$ cat src/rtl/unsigned_seq_divider_w8.sv
// unsigned_seq_divider_w8: sequential restoring divider, q = z / y, r = z % y.
// Recovers one W-bit multiplier operand (and the residual) from a 2W-bit product.
//
// Ports:
//   clk, rst              rising-edge clock, asynchronous active-high reset
//   in_valid / in_ready   input handshake for z (2W bits) and y (W bits)
//   out_valid / out_ready output handshake for q, r (W bits each), ovf, dz
//   ovf                   quotient needs more than W bits (z[2W-1:W] >= y)
//   dz                    divide by zero (y == 0): q = all-ones, r = z[W-1:0]
//
// Build option: define UDIV_SAT_EN to report an overflow as q = r = all-ones;
// otherwise an overflow reports q = r = 0 and the consumer relies on ovf.
module unsigned_seq_divider_w8 #(
    parameter int W = 8
) (
    input  logic           clk,
    input  logic           rst,
    input  logic           in_valid,
    output logic           in_ready,
    input  logic [2*W-1:0] z,
    input  logic [W-1:0]   y,
    output logic           out_valid,
    input  logic           out_ready,
    output logic [W-1:0]   q,
    output logic [W-1:0]   r,
    output logic           ovf,
    output logic           dz
);

    localparam int CW = (W > 1) ? $clog2(W) : 1;

    typedef enum logic [1:0] {
        IDLE,
        CALC,
        DONE
    } state_t;

    state_t         state_q;
    logic [CW-1:0]  cnt_q;
    logic [W-1:0]   y_q;
    logic [W-1:0]   zlo_q;
    logic [W-1:0]   rem_q;
    logic [W-1:0]   quo_q;
    logic [W-1:0]   q_q;
    logic [W-1:0]   r_q;
    logic           ovf_q;
    logic           dz_q;
    logic           out_valid_q;

    logic [W:0]     sh;
    logic [W+1:0]   diff;
    logic           neg;
    logic [W-1:0]   rem_d;
    logic [W-1:0]   quo_d;
    logic           unused_ok;

`ifdef UDIV_SAT_EN
    localparam logic [W-1:0] OVF_VAL = '1;
`else
    localparam logic [W-1:0] OVF_VAL = '0;
`endif

    // One restoring step. The partial remainder is always < y, so the
    // shifted value fits W+1 bits; one extra bit carries the borrow.
    always_comb begin
        sh        = {rem_q, zlo_q[W-1]};
        diff      = {1'b0, sh} - {2'b00, y_q};
        neg       = diff[W+1];
        rem_d     = neg ? sh[W-1:0] : diff[W-1:0];
        quo_d     = {quo_q[W-2:0], ~neg};
        // diff[W] is zero whenever the difference is kept.
        unused_ok = diff[W];
    end

    always_ff @(posedge clk or posedge rst) begin
        if (rst) begin
            state_q     <= IDLE;
            cnt_q       <= '0;
            y_q         <= '0;
            zlo_q       <= '0;
            rem_q       <= '0;
            quo_q       <= '0;
            q_q         <= '0;
            r_q         <= '0;
            ovf_q       <= 1'b0;
            dz_q        <= 1'b0;
            out_valid_q <= 1'b0;
        end else begin
            unique case (state_q)
                IDLE: begin
                    if (in_valid) begin
                        y_q   <= y;
                        zlo_q <= z[W-1:0];
                        if (y == '0) begin
                            state_q     <= DONE;
                            out_valid_q <= 1'b1;
                            dz_q        <= 1'b1;
                            ovf_q       <= 1'b0;
                            q_q         <= '1;
                            r_q         <= z[W-1:0];
                        end else if (z[2*W-1:W] >= y) begin
                            state_q     <= DONE;
                            out_valid_q <= 1'b1;
                            dz_q        <= 1'b0;
                            ovf_q       <= 1'b1;
                            q_q         <= OVF_VAL;
                            r_q         <= OVF_VAL;
                        end else begin
                            state_q <= CALC;
                            cnt_q   <= CW'(W - 1);
                            rem_q   <= z[2*W-1:W];
                            quo_q   <= '0;
                        end
                    end
                end
                CALC: begin
                    rem_q <= rem_d;
                    quo_q <= quo_d;
                    zlo_q <= {zlo_q[W-2:0], 1'b0};
                    cnt_q <= cnt_q - 1'b1;
                    if (cnt_q == '0) begin
                        state_q     <= DONE;
                        out_valid_q <= 1'b1;
                        q_q         <= quo_d;
                        r_q         <= rem_d;
                        ovf_q       <= 1'b0;
                        dz_q        <= 1'b0;
                    end
                end
                DONE: begin
                    if (out_ready) begin
                        state_q     <= IDLE;
                        out_valid_q <= 1'b0;
                    end
                end
                default: begin
                    state_q     <= IDLE;
                    out_valid_q <= 1'b0;
                end
            endcase
        end
    end

    // Ready is a decode of the state, masked so it stays low during reset.
    assign in_ready  = (state_q == IDLE) && !rst;
    assign out_valid = out_valid_q;
    assign q         = q_q;
    assign r         = r_q;
    assign ovf       = ovf_q;
    assign dz        = dz_q;

endmodule

$ cat config.mk
export PLATFORM = sky130hd
export DESIGN_NAME = unsigned_seq_divider_w8
export DESIGN_NICKNAME = d
export VERILOG_FILES = /design/src/rtl/unsigned_seq_divider_w8.sv
export SDC_FILE = /design/constraint.sdc
export NUM_CORES = 1
export LEC_CHECK = 0
export CAP_MARGIN = 15
export CORE_MARGIN = 8
export CORE_UTILIZATION = 54
export DETAILED_ROUTE_END_ITERATION = 12
export PLACE_DENSITY = 0.86
export SKIP_CTS_REPAIR_TIMING = 1
export SYNTH_ARGS = -nofsm -noshare
export SYNTH_HDL_FRONTEND = slang
export SYNTH_SLANG_ARGS = --single-unit
$ cat constraint.sdc
create_clock -name clk -period 2.38 [get_ports clk]
set_input_delay 0.595 -clock clk [delete_from_list [all_inputs] [get_ports clk]]
set_output_delay 0.595 -clock clk [all_outputs]
set_load 0.01 [all_outputs]
### Yosys cells after proc, flatten, opt, wreduce, memory -nomap -nowiden

Cells that the tools add are included.

| operators by class | value |
|---|---|
| order comparisons | 1 |
| mux-type cells | 44 |
| reduce and logical (&&, ||, !) cells | 12 |
| bitwise logic cells | 1 |
| add/sub/neg operators | 2 |
| shifts and indexed selects | 0 |
| $mul | 0 |
| div/mod/pow operators | 0 |
| eq/ne operators | 8 |

Operators with widths:

| cell | count |
|---|---|
| 8-bit 2-to-1 mux | 12 |
| 8-bit case mux with 2 select lines | 4 |
| 7-bit 2-to-1 mux | 3 |
| 7-bit case mux with 2 select lines | 1 |
| 4-bit AND reduction | 3 |
| 1-bit 2-to-1 mux | 11 |
| 2-bit 2-to-1 mux | 5 |
| 2-bit inequality test, second input constant | 5 |
| 9-bit by 8-bit subtractor with 10-bit output | 1 |
| 3-bit 2-to-1 mux | 3 |
| 8-bit greater-or-equal comparator | 1 |
| 8-bit zero test | 1 |
| 2-bit case mux with 3 select lines | 1 |
| 3-bit case mux with 2 select lines | 1 |
| 1-bit case mux with 2 select lines | 2 |
| 2-bit AND reduction | 2 |
| 3-bit zero test | 1 |
| 3-bit inequality test, second input constant | 1 |
| 1-bit case mux with 3 select lines | 1 |
| 3-bit AND reduction | 1 |
| 3-bit by 1-bit subtractor with 3-bit output, second input constant | 1 |
| 2-bit by 1-bit == test with 1-bit output, second input constant | 1 |
| 2-bit == test, second input constant | 1 |
| 2-bit zero test | 1 |
| other kinds (4) | 4 |

| storage, ports and cells | value |
|---|---|
| bits in writable memories | 0 |
| input port bits | 28 |
| word-level logic and storage cells | 79 |
| register bits after elaboration | 55 |
| latch bits | 0 |
| memory bits (read-only) | 0 |
| output and inout bits | 20 |
| memories kept | 0 |

### Depth between registers and ports, before layout

Gate-level depths: netlist (run 1).

| logic depth | value |
|---|---|
| depth after elaboration | 5 |
| mapped depth | 10 |
| mapped depth without buffers | 10 |

### Worst setup path after synthesis (run 1)

No wires, ideal clock.

| timing path | value |
|---|---|
| path kind | in2reg |
| start | input y[7] |
| end | register rem_q[7] |
| buffers on the path | 1 |
| arrival | 2.119 ns |
| setup slack | 0.135 ns |
| required time | 2.254 ns |
| cell stages on the path | 9 |
| setup time | 0.126 ns |
| cells stage by stage | inv_1 ha_1 a41o_1 a21oi_1 o311ai_1 or2_1 clkbuf_1 o21a_1 o32a_1 |

| on the way | value |
|---|---|
| word-level cells in the longest chain between the ends | 3 |
| elaborated cells between the ends (all ways) | 5 |
| classes of those cells | 1 x order compare; 2 x eq/ne; 2 x reduce/logical |

Ends and longest elaborated chain:

| item | RTL line | RTL |
|---|---|---|
| start: declaration | 21 | `input logic [W-1:0] y,` |
| 8-bit greater-or-equal comparator or 8-bit zero test (tied branches) | 101, 94 |  |
| 2-bit inequality test (no line) | -- |  |
| 4-bit AND reduction (no line) (*) | -- |  |
| end signal: assignment | 111 | `rem_q <= z[2*W-1:W];` |
| end signal: assignment | 117 | `rem_q <= rem_d;` |
| end: declaration | 42 | `logic [W-1:0] rem_q;` |

Mark *: on every way between the ends. The rest lies on a longest branch, timed or not.
A chain may end at the register's enable or synchronous reset.

### Worst setup path after layout (run 1)

| timing path | value |
|---|---|
| start | input y[4] |
| end | register rem_q[6] |

Same word-level chain as after synthesis.

==> results of run 1 <==
-- stage by stage --
step | worst slack [ns] | std cells | TNS [ns]
after global placement | -0.4800 | 450 | -15.53
after detailed placement | -0.5132 | 450 | -16.60
after floorplan | 0.1348 | 311 | 0
after global routing | -0.1205 | 460 | -0.9105
after CTS | -0.2335 | 458 | -3.435
final | -0.01512 | 460 | -0.01512
-- flip-flops by register name, summed over array words and instances, names as in the netlist --
name       cells
ovf            1
state_q        2
rem_q          8
zlo_q          8
y_q            8
r              8
q              8
dz             1
quo_q          7
cnt_q          3
out_valid      1
-- how the worst max path moves through the flow --
stage | from | to | slack [ns] | cells after the start
2_1_floorplan | y[7] | rem_q[7]$_DFFE_PP0P_ | 0.13 | 9
3_3_place_gp | z[8] | rem_q[7]$_DFFE_PP0P_ | -0.48 | 9
3_5_place_dp | y[2] | rem_q[7]$_DFFE_PP0P_ | -0.51 | 9
4_1_cts | y[2] | rem_q[2]$_DFFE_PP0P_ | -0.23 | 10
5_1_grt | y_q[1]$_DFFE_PP0P_ | r[0]$_DFFE_PP0P_ | -0.12 | 9
6_report | y[4] | rem_q[6]$_DFFE_PP0P_ | -0.02 | 9
-- power by group through the flow --
stage | Sequential (W) | Clock, W | Combinational, W
after detailed placement | 0.00163 | 0 | 0.00321
final | 0.00163 | 0.000565 | 0.00360
after global routing | 0.00167 | 0.000613 | 0.00390
after CTS | 0.00162 | 0.000573 | 0.00328
after global placement | 0.00161 | 0 | 0.00309
after floorplan | 0.00161 | 0 | 0.00204
-- layer usage --
layer	share of wire, %	up-vias	GRT usage [%]
li1	-	1248	-
met1	40	1292	22.62
met2	51	95	32.40
met3	5.4	27	2.993
met4	3.5	0	8.460
met5	0	-	0
-- cells in the mapped netlist (7+ instances only) --
cell      count  area share [%]
o21ai_0      15             2.5
o21ai_1       8             1.3
inv_1        22             2.8
nand2_1      57             7.1
clkbuf_1      8             1.0
dfrtp_1      55              46
nor2_1        8             1.0
a21oi_1      22             3.7
a22oi_1      13             3.3
ha_1         18             7.5
nand3b_1      7             1.8
-- critical path, stage by stage --
cell and delay [ns]:
clkdlybuf4s50_1 0.48, inv_1 0.07, ha_4 0.26, nand3_2 0.12
o311ai_4 0.44, nor2_2 0.10, buf_4 0.19, a21oi_1 0.20
a22oi_1 0.11
-- kinds of logic after synthesis --
| family | after synthesis | synth area share, % |
|---|---|---|
| muxes | 9 | 3.259 |
| buffers and inverters | 37 | 4.889 |
| adders and majority gates | 19 | 8.191 |
| and+or+nand+nor | 89 | 13.67 |
| AOI/OAI and AO/OA | 97 | 22.57 |
| DFF | 55 | 45.97 |
| xor gates and xnor gates | 5 | 1.463 |
-- cell type report --
type | instances | area (um^2)
inverters | 22 | 82.58
repair buffers | 84 | 860.8
multi-input cells | 219 | 1637
well taps | 72 | 90.09
fillers | 348 | 1296
clock buffers | 5 | 68.82
clock inverters | 3 | 27.53
flip-flops and latches | 55 | 1376
==> impl_metrics.ini, run 1 <==
[place]
port_buffers = 47
gp_congestion = 0.8453
dpl.hpwl_um = 5571
place_area_um2 = 3806

[clocking]
clockBufferDepth = 2
insertion_delay_ns = 0.32
clk_pin_slew_ns = 0.11
cts_max_level = 2
numCtsBuffers = 5
root_buffer = clkbuf_8
cts_tree = built
clkSinkCount = 55

[yosys]
ys.flop_type = dfrtp_1
synthCells = 311
async_reset_ff_share_pct = 100.0
synth_edf_count = 0
synth.distinct_cells = 50
ys_seq_elements = 55
syn_area_um2 = 2994
syn_nets = 358
ys_seq_area_share_pct = 45.97
syn_avg_cell_area_um2 = 9.627
yosys_warnings = 0

[worst_setup_path]
reg2reg_to = rem_q[6]$_DFFE_PP0P_
critPathRequiredTime_ns = 2.57
startpoint_type = input pin
endpoint_kind = flip-flop
r2r_cells = 10
r2r_slack_ns = 0.03
worstPathMaxFanout = 7
cp.arrival_ns = 2.59
worstReg2RegStart = zlo_q[7]$_DFFE_PP0P_
path_class = in2reg

[timing]
finalHoldViolCount = 0
setup_violations = 1
fin_worst_skew_ns = 0.006881
finalCriticalPeriod_ns = 2.395
finalCritPeriodShare_pct = 100.6
tightestPinTransition_ns = 0.4551
holdWs_ns = 0.4863
slew_violations = 0
setup_ws_ns = -0.01512
fmax_mhz = 417.5
slew_headroom_pct = 69.66

[global_routing]
grt_max_degree = 56
grt_pass1_vias = 2747
overflow = 0
grt_use_total_pct = 18.87
antenna_found_initial = 0
grt_pass1_wl_um = 12760

[hold_path]
whs_path_depth = 2
hp-class = reg2reg
holdPathEnd = zlo_q[5]$_DFFE_PP0P_
worstHoldStart = zlo_q[5]$_DFFE_PP0P_

[power]
switching_share_pct = 43.90
power.internal_w = 0.003250
powerDensity_nw_per_um2 = 1399
p_total_w = 0.005794
pwr-share-seq_pct = 28.1
p_clk_share_pct = 9.8
p_comb_share_pct = 62.1
power_switching_w = 0.002544
ir_drop_mv = 0.7489
leakage_nw = 2.003

[drt]
routedWlPerCell_um = 18.12
drcViolationCount = 0
ant_nets = 0
wl_um = 8336
num_vias = 2662
routed_via_density = 5.787
drtPass1Iterations = 4
drt_iter0_markers = 178

[floorplan]
io_pins = 48
initial_core_util_pct = 55.05
die_w_um = 90.46
core_area_um2 = 5439
die_height_um = 90.46
die_area_um2 = 8183
row_count = 27

[layout]
utilization_pct = 76.17
area_delta_synth_final_pct = 38.36
drive_gt1_share_pct = 21.39
post-route-cell-area_um2 = 4143
final_common_cell = nand2_1
final_cell_mix = nand2_1, dfrtp_1, clkdlybuf4s50_1
diodes = 0
nNetsFinal = 434

[run_status]
violations = negative setup slack
status = finished, violations left

[run]
cap_viol_max_count = 0
Note: power is estimated with default switching activity, not from simulation.
==> inputs of run 2 (changes only) <==
Settings changed: GPL_ROUTABILITY_DRIVEN set to 0, REMOVE_ABC_BUFFERS set to 1.
==> run 2 against run 1 <==
Compared with the run above:
- the run now ends clean
- global-route usage increased by 0.34 points
- setup slack improved by 0.074 ns
- combinational power down 5.6%
- total power is 3.8% lower
- non-clock buffer count rose by 6
- sequential power about the same
- final cell count increased by 1.3%
- register-to-register slack better by 0.06 ns
- design area is 0.51% higher
- sequential share of layout area down 0.17 points
- largest cell class unchanged
- largest power group unchanged
- highest routed layer unchanged
==> impl_metrics.ini, run 2 (synthesis results as in run 1) <==
[timing]
fin_worst_skew_ns = 0.01071
tns_ns = 0
finalCritPeriodShare_pct = 97.54
finalHoldViolCount = 0
slew_violations = 0
slew_headroom_pct = 59.48
setup_violations = 0
finalCriticalPeriod_ns = 2.321
fmax_mhz = 430.8
tightestPinTransition_ns = 0.6022

[drt]
ant_nets = 0
drt_iter0_markers = 119
wl_um = 8067
routed_via_density = 5.575
drtPass1Iterations = 4
drcViolationCount = 0
routedWlPerCell_um = 17.31
num_vias = 2598

[floorplan]
core_area_um2 = 5439
io_pins = 48
die_w_um = 90.46
die_area_um2 = 8183
initial_core_util_pct = 55.05
row_count = 27
die_height_um = 90.46

[power]
ir_drop_mv = 0.6683
powerDensity_nw_per_um2 = 1338
switching_share_pct = 43.62
pwr-share-seq_pct = 29.2
leakage_nw = 2.047
power_switching_w = 0.002430
p_total_w = 0.005571
power.internal_w = 0.003141
p_clk_share_pct = 9.7
p_comb_share_pct = 61.1

[worst_setup_path]
endpoint_kind = flip-flop
worstPathMaxFanout = 8
path_class = in2reg
cp.arrival_ns = 2.52
critPathRequiredTime_ns = 2.58
startpoint_type = input pin

[clocking]
clkSinkCount = 55
numCtsBuffers = 5
clk_pin_slew_ns = 0.11
clockBufferDepth = 2
root_buffer = clkbuf_8
cts_max_level = 2
cts_tree = built
insertion_delay_ns = 0.31

[hold_path]
hp-class = reg2reg

[global_routing]
grt_use_total_pct = 19.21
grt_pass1_vias = 2805
antenna_found_initial = 0
grt_pass1_wl_um = 13120
grt_max_degree = 26
overflow = 0

[layout]
nNetsFinal = 440
final_common_cell = nand2_1
diodes = 0
drive_gt1_share_pct = 22.84
final_cell_mix = nand2_1, dfrtp_1, buf_4
post-route-cell-area_um2 = 4164
area_delta_synth_final_pct = 39.07

[run_status]
status = finished clean

[place]
place_area_um2 = 3844
port_buffers = 47
dpl.hpwl_um = 5938

[run]
cap_viol_max_count = 0
-- run 2: path summary, 6_finish.rpt --
kind / depth (start not counted) / slack, ns / start / to
hold / removal: 2 / 0.49 / zlo_q[5]$_DFFE_PP0P_ / zlo_q[5]$_DFFE_PP0P_
max in group asynchronous: 3 / 1.26 / rst / rem_q[6]$_DFFE_PP0P_
min in group asynchronous: 2 / 0.64 / rst / q[0]$_DFFE_PP0P_
setup reg to reg: 9 / 0.09 / y_q[1]$_DFFE_PP0P_ / r[0]$_DFFE_PP0P_
hold reg to reg: 2 / 0.49 / zlo_q[5]$_DFFE_PP0P_ / zlo_q[5]$_DFFE_PP0P_
setup / recovery: 9 / 0.06 / z[9] / rem_q[7]$_DFFE_PP0P_
-- run 2: per-stage QoR --
stage	hold WS [ns]	setup WS, ns	util, %	std cells
2_1_floorplan	0.4445	-0.8402	-	296
3_3_place_gp	0.4606	-0.5146	70.67	455
3_5_place_dp	0.4644	-0.6429	70.67	455
4_1_cts	0.4910	-0.3227	72.35	463
5_1_grt	0.5135	-0.009736	76.56	466
6_report	0.4872	0.05866	76.56	466
-- run 2: routing by layer --
layer,wire length [um],GRT usage (%)
met3,381,3.741
met1,3280,21.46
met4,168,8.183
met5,0,0
met2,4237,34.53
-- run 2: cell type report --
cell class,instances,area (um^2)
multi-input cells,219,1643
flip-flops and latches,55,1376
fillers,358,1275
repair buffers,90,880.8
well taps,72,90.09
inverters,22,82.58
clock buffers,5,68.82
clock inverters,3,22.52
-- run 2: critical path, stage by stage --
cell and delay (ns):
clkdlybuf4s50_1 0.43, ha_1 0.19, a21o_1 0.19, a31oi_4 0.19, o311ai_4 0.15, buf_4 0.17, or2_4 0.28, o21a_1 0.17
o32a_1 0.15
-- run 2: power by group through the flow --
stage / sequential, W / combinational, W / clock (W)
CTS: 0.00162 / 0.00311 / 0.000542
finish: 0.00162 / 0.00340 / 0.000543
global placement: 0.00161 / 0.00295 / 0
floorplan: 0.00161 / 0.00198 / 0
global route: 0.00167 / 0.00371 / 0.000583
detailed placement: 0.00163 / 0.00308 / 0
==> edit (settings of run 1) <==
The parameter `W` goes from 8 to 16.
--- a/src/rtl/unsigned_seq_divider_w8.sv
+++ b/src/rtl/unsigned_seq_divider_w8.sv
@@ -13,3 +13,3 @@
 module unsigned_seq_divider_w8 #(
-    parameter int W = 8
+    parameter int W = 16
 ) (
Ports: changed (resized q, r, y and z); port bits go from 48 to 88. The function was not compared with the original's and may differ.
==> edit against run 1 <==
- the run still ends with setup timing left
- routed wire length grew to 2.6 times the old value
- worst setup slack lost 550 ps
- sequential cell count up 49
- total power rose to 2.5 times the old value
- synthesized area up 89%
- cell area increased by 100%
- clock power increased by 120%
==> edit: results (changes against run 1) <==
| Metric | Value |
|---|---|
| Status | finished, violations left |
| Setup Skew | 9.49 ps (+2.61 ps) |
| Number of vias per cell | 6.49 (+12%) |
| Adder-cell share of the synthesized area | 7.67% (-0.53 points) |
| NetSw | 6700 uW (+160%) |
| First-pass GRT wire length | 28.9 mm (+130%) |
| Wire length per cell | 22.9 um (+27%) |
| RR Startpoint | rem_q[0]$_DFFE_PP0P_ |
| Crit path arrival time | 3230 ps (+640 ps) |
| Syn_nets | 706 (+97%) |
| Failing checks | setup timing |
| Placement Setup Slack | -920 ps (-407 ps) |
| Largest cells by area after synthesis | dfrtp_1 46%, ha_1 7.3%, nand2_1 6.8% |
| RR Endpoint | rem_q[4]$_DFFE_PP0P_ |
| Fillers | 546 (+57%) |
| Top post-synthesis cells by count | 104 x dfrtp_1, 103 x nand2_1, 70 x o21ai_0, 39 x a21oi_1, 38 x inv_1 |
| Initial antenna violation count | 0 (unchanged) |
| Sequential share of power | 21.6% (-6.5 points) |
| Layout Nets | 903 (+110%) |
| Sequential power | 3190 uW (+96%) |
| H-tree lvl count | 3 (+1) |
| Critical path startpoint category | flip-flop |
| Layout cells sized above 1 | 30.0% (+8.7 points) |
| Hold Path End | q[4]$_DFFE_PP0P_ |
| Total GRT Usage | 25.2% (+6.3 points) |
| Drt pass-1 iters | 6 (+2) |
| Final setup fails | 67 (+66) |
| Later-pin clock latency in the skew report | 390 ps (+70 ps) |
| Slowest-stage cell, CP | dfrtp_1 |
| Fraction of synthesized cell area in xor and xnor cells | 1.86% (+0.40 points) |
| Total Neg Setup Slack | -17,900 ps (-17,890 ps) |
| Starting DRT DRC Count | 805 (+350%) |
| Pleak | 0.00389 uW (+94%) |
| Placer Congestion | 0.927 (+9.6%) |
| Slew of the pin with the lowest slew margin | 629 ps (+174 ps) |
| CTS Buf Count | 9 (+4) |
| Slowest stage delay, CP | 420 ps (-60 ps) |
| Sequential fraction of the synthesis area | 46.1% (+0.11 points) |
| # port buffers | 87 (+85%) |
| Max rail drop VDD | 1.34 mV (+79%) |
| Final setup margin | -570 ps (-555 ps) |
| Clk pwr share | 8.6% (-1.2 points) |
| Post-synthesis compound-gate area fraction | 23.5% (+0.96 points) |
| Worst hold start | q[4]$_DFFE_PP0P_ |
| Mux cell area share after synthesis | 2.17% (-1.1 points) |
| Largest net degree at the start of global routing | 37 (-34%) |
| DP Wirelength | 13.1 mm (+140%) |
==> edit: cell types whose count changed after synthesis, sizes merged, moves of 7 or more <==
cell,before,now
dfrtp,55,104
o21ai,23,70
nand2,58,103
nor2,8,35
clkbuf,9,32
a21oi,23,39
inv,22,38
ha,18,33
a22o,6,16
o22a,0,10
nor3,4,12
xnor2,3,11
a31oi,2,9
==> edit: metrics by stage <==
step	cells	instance area (um2)	hold WS, ps
2_1_floorplan	620	5740	450
3_3_place_gp	927	7600	452
3_5_place_dp	927	7600	470
4_1_cts	943	7820	496
5_1_grt	958	8410	526
6_report	958	8410	495
==> edit: layer usage <==
metal  up-vias  GRT usage (%)  part of all wire [%]
li1       2585              -                     -
met3       177           4.90                   9.2
met1      2943           29.9                    36
met5         -              0                     0
met2       514           43.2                    47
met4         0           11.8                   7.9
==> edit: layout make-up <==
class	instances	area share, %
multi-input cells	442	38.5
flip-flops and latches	104	31.0
clock buffers	9	1.47
well taps	136	2.02
repair buffers	222	24.1
inverters	38	1.77
clock inverters	7	1.19
